`src/rtl/fft_pkg.sv`:
```
// Shared FFT constants and sample type, used by the butterfly and the fft1024 top.
package fft_pkg;

    localparam int Q_FRAC = 13;
    localparam int DATA_W = 16;

    typedef logic signed [DATA_W-1:0] sample_t;

endpackage

```
`src/rtl/butterfly.sv`:
```
// Radix-2 DIT butterfly: yp = (xp + xq*W)/2, yq = (xp - xq*W)/2, one registered stage.
module butterfly
    import fft_pkg::*;
#(
    parameter int PREC = 36
) (
    input  logic                     clk,
    input  logic                     rstn,
    input  logic                     en,
    input  logic signed [DATA_W-1:0] xp_real,
    input  logic signed [DATA_W-1:0] xp_imag,
    input  logic signed [DATA_W-1:0] xq_real,
    input  logic signed [DATA_W-1:0] xq_imag,
    input  logic signed [DATA_W-1:0] factor_real,
    input  logic signed [DATA_W-1:0] factor_imag,
    output logic                     valid,
    output logic signed [DATA_W-1:0] yp_real,
    output logic signed [DATA_W-1:0] yp_imag,
    output logic signed [DATA_W-1:0] yq_real,
    output logic signed [DATA_W-1:0] yq_imag
);

    localparam logic signed [PREC-1:0] SAT_MAX = {{(PREC-DATA_W+1){1'b0}}, {(DATA_W-1){1'b1}}};
    localparam logic signed [PREC-1:0] SAT_MIN = {{(PREC-DATA_W+1){1'b1}}, {(DATA_W-1){1'b0}}};

    function automatic logic signed [PREC-1:0] sext(input logic signed [DATA_W-1:0] v);
        return {{(PREC-DATA_W){v[DATA_W-1]}}, v};
    endfunction

    function automatic logic signed [DATA_W-1:0] sat(input logic signed [PREC-1:0] v);
        if (v > SAT_MAX)      return SAT_MAX[DATA_W-1:0];
        else if (v < SAT_MIN) return SAT_MIN[DATA_W-1:0];
        else                  return v[DATA_W-1:0];
    endfunction

    logic signed [PREC-1:0] pr, pi, t_re, t_im;
    logic signed [PREC-1:0] s_re, s_im, d_re, d_im;
    logic signed [DATA_W-1:0] yp_real_d, yp_imag_d, yq_real_d, yq_imag_d;
    logic signed [DATA_W-1:0] yp_real_q, yp_imag_q, yq_real_q, yq_imag_q;
    logic                     valid_q;

    // Complex multiply at full precision; the twiddle is applied as given (no conjugate).
    always_comb begin
        pr   = sext(xq_real) * sext(factor_real) - sext(xq_imag) * sext(factor_imag);
        pi   = sext(xq_real) * sext(factor_imag) + sext(xq_imag) * sext(factor_real);
        t_re = pr >>> Q_FRAC;
        t_im = pi >>> Q_FRAC;
        s_re = sext(xp_real) + t_re;
        s_im = sext(xp_imag) + t_im;
        d_re = sext(xp_real) - t_re;
        d_im = sext(xp_imag) - t_im;
        yp_real_d = sat(s_re >>> 1);
        yp_imag_d = sat(s_im >>> 1);
        yq_real_d = sat(d_re >>> 1);
        yq_imag_d = sat(d_im >>> 1);
    end

    always_ff @(posedge clk or negedge rstn) begin
        if (!rstn) begin
            valid_q   <= 1'b0;
            yp_real_q <= '0;
            yp_imag_q <= '0;
            yq_real_q <= '0;
            yq_imag_q <= '0;
        end else begin
            valid_q <= en;
            if (en) begin
                yp_real_q <= yp_real_d;
                yp_imag_q <= yp_imag_d;
                yq_real_q <= yq_real_d;
                yq_imag_q <= yq_imag_d;
            end
        end
    end

    assign valid   = valid_q;
    assign yp_real = yp_real_q;
    assign yp_imag = yp_imag_q;
    assign yq_real = yq_real_q;
    assign yq_imag = yq_imag_q;

endmodule

```
`config.mk`:
```
export PLATFORM = sky130hd
export DESIGN_NAME = butterfly
export DESIGN_NICKNAME = d
export VERILOG_FILES = /design/src/rtl/fft_pkg.sv /design/src/rtl/butterfly.sv
export SDC_FILE = /design/constraint.sdc
export NUM_CORES = 2
export LEC_CHECK = 0
export ABC_CLOCK_PERIOD_IN_PS = 1500
export CAP_MARGIN = 20
export CORE_MARGIN = 4
export CORE_UTILIZATION = 25
export CTS_CLUSTER_DIAMETER = 60
export DETAILED_ROUTE_END_ITERATION = 8
export HOLD_SLACK_MARGIN = 0.12
export PLACE_DENSITY = 0.49
export SYNTH_ARGS = -nofsm -noshare
export SYNTH_HDL_FRONTEND = slang
export SYNTH_SLANG_ARGS = --single-unit
```
`constraint.sdc`:
```
create_clock -name clk -period 1.5 [get_ports clk]
set_input_delay 0.15 -clock clk [delete_from_list [all_inputs] [get_ports clk]]
set_output_delay 0.15 -clock clk [all_outputs]
set_load 0.02 [all_outputs]
```
### After elaboration in Yosys (flattened, before gate mapping)

Index checks and enable logic that the tools add are counted.
W data, S select, Z words.

| storage, ports and cells | value |
|---|---|
| logic and storage cells | 31 |
| output and inout port bits | 65 |
| input bits | 99 |
| register bits after elaboration | 65 |

| cells by class | value |
|---|---|
| muxes and demuxes | 8 |
| multipliers | 4 |
| order comparisons | 8 |
| add/sub/neg operators | 6 |

Operators by type and width:

| kind | count |
|---|---|
| $mul A16 B16 Y32 | 4 |
| $mux W16 | 8 |
| $gt A20 B16 Y1 const B | 4 |
| $lt A20 B16 Y1 const B | 4 |
| $add A16 B20 Y21 | 2 |
| $sub A16 B20 Y21 | 2 |
| $add A32 B32 Y33 | 1 |
| $sub A32 B32 Y33 | 1 |

### Depth between registers and ports, before layout

| depth | value |
|---|---|
| depth after elaboration | 6 |
| gate-level depth with buffers | 43 |
| mapped depth without buffers | 40 |

### Worst setup path before layout

OpenSTA, ideal clock, no wires.

| path | value |
|---|---|
| path type | input to register |
| start point | input port factor_real[15] |
| end point | register yq_imag_q[5] (netlist: yq_imag[5]) |
| path buffers | 4 |
| data required time | 1339 ps |
| path slack | -8319 ps |
| arrival time | 9659 ps |
| stages | 39 |
| library setup time | 161 ps |
| cell sequence | clkbuf_1 -> inv_1 -> buf_1 -> fa_1 -> inv_1 -> fa_1 -> inv_1 -> fa_1 -> fa_1 -> inv_1 -> fa_1 -> fa_1 -> fa_1 -> fa_1 -> ha_1 -> a22oi_1 -> nand3_1 -> nor3_1 -> (+3 left out) -> or2_2 -> a21oi_1 -> nor2b_1 -> nor2_1 -> xnor2_1 -> ha_1 -> clkbuf_1 -> or3_1 -> or2_0 -> nor2_1 -> o31ai_1 -> nand2_1 -> a311oi_1 -> o311a_1 -> a311oi_2 -> a31o_4 -> buf_8 -> a31oi_2 |

| on the way | value |
|---|---|
| word-level cells in the longest chain between the ends | 6 |
| elaborated cells between the ends (all ways) | 7 |
| classes of those cells | add/sub (2); mul (1); order compare (2); mux (2) |

Ends and longest elaborated chain:

| item | line | text |
|---|---|---|
| from (decl) | butterfly.sv:14 | `input logic signed [DATA_W-1:0] factor_real,` |
| $mul A16 B16 Y32 (*) | butterfly.sv:45 | `pi = sext(xq_real) * sext(factor_imag) + sext(xq_imag) * sext(factor_real);` |
| $add A32 B32 Y33 (*) | butterfly.sv:45 |  |
| $sub A16 B20 Y21 (*) | butterfly.sv:51 | `d_im = sext(xp_imag) - t_im;` |
| $lt A20 B16 Y1 | butterfly.sv:32 | `else if (v < SAT_MIN) return SAT_MIN[DATA_W-1:0];` |
| $mux W16 | butterfly.sv:32 |  |
| $mux W16 (*) | butterfly.sv:31 | `if (v > SAT_MAX) return SAT_MAX[DATA_W-1:0];` |
| to (signal assigned) | butterfly.sv:71 | `yq_imag_q <= yq_imag_d;` |
| to (decl) | butterfly.sv:39 | `logic signed [DATA_W-1:0] yp_real_q, yp_imag_q, yq_real_q, yq_imag_q;` |

Mark *: on every way between the ends. The rest lies on a longest branch, timed or not.
A chain may end at the register's enable or synchronous reset.

### Worst setup path in the final report

| path | value |
|---|---|
| start point | input port xq_real[3] |
| end point | register yq_imag_q[11] (netlist: yq_imag[11]) |

| on the way | value |
|---|---|
| word-level cells in the longest chain between the ends | 6 |
| elaborated cells between the ends (all ways) | 7 |
| classes of those cells | add/sub (2); mul (1); order compare (2); mux (2) |

Ends and longest elaborated chain:

| item | line | text |
|---|---|---|
| from (decl) | butterfly.sv:12 | `input logic signed [DATA_W-1:0] xq_real,` |
| $mul A16 B16 Y32 (*) | butterfly.sv:45 |  |
| $add A32 B32 Y33 (*) | butterfly.sv:45 |  |
| $sub A16 B20 Y21 (*) | butterfly.sv:51 |  |
| $lt A20 B16 Y1 | butterfly.sv:32 |  |
| $mux W16 | butterfly.sv:32 |  |
| $mux W16 (*) | butterfly.sv:31 |  |

Marks and branches as above.

==> reports/results.ini <==
[detailed_routing]
antenna_left=0
drt-initial-drc-count=1798
drc=0
wl_um=158000
vias=36100
wire_per_inst_um=18.8
dr.pass1.iters=5
vias_per_cell=4.29

[synth]
async_flop_share_pct=100
ys_ff_latch=65
yosys_most_used_dff=dfrtp_1
yosysWarnings=0
synth_edf_count=0
syn_area_um2=46700
ys_types=82
ys_seq_area_share_pct=3.49
syn_area_per_cell_um2=9.22
netlist_instances=5059
syn-num-nets=6721

[setup_path]
cp-startpoint=xq_real[3]
critPathRequiredTime_ns=1.71
regToRegStartpoint=yp_real[2]$_DFFE_PN0P_
slowest_delay_ns=0.63
cp-start-kind=primary input
critPathArrivalTime_ns=9.89
cp_slowest_cell=o211ai_1
cp_common_cell=fa_1
endpoint_kind=flip-flop
cp_max_fo=8
path_class=in2reg

[global_route]
grt_util_all_layers_pct=16.7
grt_pass1_wl_um=246000
grt_pass1_vias=40400
grt_max_degree=66
grt_overflow_total=0
antenna_found_initial=12

[timing]
finalHoldViolCount=0
rsz0062_at_grt=yes
fin_skew_ns=0
post-route-period-util_pct=646
relSlewSlack_pct=43.7
post-route-min-period_ns=9.69
finalMaxSlewViolations=0
setup_tns_ns=-503.12
timing.fmax_mhz=103
tightestPinTransition_ns=0.836
setup_viol=64
setup_slack_ns=-8.19

[place]
dp_hpwl_um=133000
dp_cells=8242
gp_congestion=0.905
portBuffers=163

[floorplan]
io_pins=164
die_w_um=440
die_y_um=440
fp.dieArea_um2=194000
initial_utilization_pct=25.2
core_um2=185000
rows=158

[finish]
finalNetCount=7594
drive_above_1_share_pct=22.3
final_cells=8416
multi_input_comb_area_um2=40600
diodes=0
syn2layout_area_growth_pct=30.9
seq_area_um2=1630
nFillCells=19400

[cts]
numCtsBuffers=9
cts-root-buf=clkbuf_16
htree_levels=3
clk_pin_slew_worst_paths_ns=0.05
clk_latency_ns=0.34
cts_tree=built
cts.sinks=65
cts.path.max_buffers=2

[outcome]
status=finished, violations left
failed_checks=negative setup slack

[worst_hold_path]
hold_class=in2reg
hp-start=en

[run]
drv_cap=0

[final cells by class]
class,instances,share of cell area (%)
Timing Repair Buffer,1094,16.8
Multi-Input combinational cell,3396,66.6
Clock buffer,12,0.420
Sequential cell,65,2.66
Inverter,1366,8.41
Tap cell,2480,5.08
Clock inverter,3,0.0656
[cell families after synthesis]
kind of cell | Yosys count | share of synthesized area, %
AOI/OAI and AO/OA | 341 | 5.44
xor gates and xnor gates | 147 | 2.76
adders and majority gates | 1563 | 60.8
buffers and inverters | 1601 | 13.0
DFF | 65 | 3.49
muxes | 14 | 0.308
and+or+nand+nor | 1328 | 14.2
[placed cells by master, fill, tap and decap left out, types with 15 or more instances in the layout]
master | synthesis | routed
a21oi_1 | 85 | 63
a21oi_2 | 0 | 15
and2_1 | 514 | 474
and2_4 | 1 | 40
buf_12 | 0 | 79
buf_4 | 2 | 755
buf_6 | 1 | 84
buf_8 | 1 | 17
clkdlybuf4s50_1 | 0 | 57
dfrtp_1 | 65 | 65
dlygate4sd2_1 | 0 | 46
dlymetal6s2s_1 | 0 | 17
fa_1 | 1176 | 1141
fa_2 | 0 | 35
ha_1 | 387 | 362
ha_4 | 0 | 21
inv_1 | 1364 | 1325
inv_2 | 1 | 38
nand2_1 | 515 | 502
nand2b_1 | 34 | 34
nand3_1 | 16 | 16
nor2_1 | 145 | 140
nor2b_1 | 20 | 17
nor3_1 | 29 | 25
o21ai_0 | 62 | 37
o21ai_1 | 4 | 16
o21bai_1 | 17 | 16
o221ai_2 | 14 | 21
xnor2_1 | 108 | 98
xor2_1 | 39 | 37
[sequential cells by signal, summed over array words and instances, names as in the netlist]
register	count
yq_imag	16
yp_real	16
yq_real	16
yp_imag	16
valid	1
[path summary, 6_finish.rpt]
| path | to | slack, ns | cells past startpoint |
|---|---|---|---|
| setup / recovery | yq_imag[11]$_DFFE_PN0P_ | -8.19 | 42 |
| max in group asynchronous | yq_real[10]$_DFFE_PN0P_ | 0.86 | 3 |
| min in group asynchronous | valid$_DFF_PN0_ | 0.37 | 3 |
| hold / removal | yp_real[15]$_DFFE_PN0P_ | 0.36 | 3 |
| setup reg to reg | yp_real[2]$_DFFE_PN0P_ | 0.57 | 4 |
| hold reg to reg | yq_real[15]$_DFFE_PN0P_ | 0.47 | 1 |
[cell usage after synthesis, types with 5 or more instances]
master	count	area, um2
mux2i_1	11	110
and3_1	9	56.3
a21oi_1	85	425
o21a_1	15	113
fa_1	1176	23500
o31ai_1	11	82.6
o22ai_1	15	93.8
o221ai_1	11	96.3
nor2b_1	20	125
a31oi_1	12	75.1
ha_1	387	4840
a21o_1	15	113
a211oi_1	6	45.0
o21ba_2	6	60.1
nand2b_1	34	213
xnor2_1	108	946
o211ai_1	5	37.5
nand4_1	7	43.8
o21ai_0	62	310
inv_1	1364	5120
o21bai_1	17	128
dfrtp_1	65	1630
buf_2	8	40.0
nor2_1	145	544
nand3_1	16	80.1
nor4_1	10	62.6
or3_1	6	37.5
buf_1	6	22.5
o221ai_2	14	210
nand2_1	515	1930
nor3_1	29	145
xor2_1	39	342
clkbuf_1	217	815
and2_1	514	3220
[worst max-delay path, delay by kind of cell]
kind / cells / cell delay (ns)
adder cells (fa/ha/maj): 10 / 4.16
XOR/XNOR: 1 / 0.11
buffers and inverters: 10 / 1.02
AND/OR/NAND/NOR: 9 / 1.48
AO/OA/AOI/OAI: 12 / 2.92
[through the flow]
step                utilization, %  hold slack, ns  area, um2  worst slack, ns
finish                        32.9           0.357      61100            -8.19
global route                  32.9           0.389      61100            -8.45
CTS                           32.6           0.360      60400            -8.04
detailed placement            30.9           0.205      57300            -9.18
global placement              30.9           0.198      57300            -9.23
floorplan                        -          -0.146      47000            -7.61
[repair_timing]
action / CTS / global route
buffers inserted: 128 / 39
resized for setup: 560 / 185
endpoints found under the setup margin: 91 / 80
pin swaps: 153 / 122
hold endpoints to repair: 66 / 0
gates cloned: 15 / 1
hold buffers: 2 / 0
[metal layers]
metal / global-route usage [%] / vias to the layer above / share of wire (%)
met4: 3.96 / 4 / 3.3
met1: 21.3 / 18900 / 42
li1: - / 16400 / -
met5: 0 / - / 0.015
met2: 30.3 / 665 / 52
met3: 1.40 / 191 / 3.3
Power is left out: the tool's default activity adds up to more than one toggle a clock period on the data nets, which glitch-free logic cannot reach.
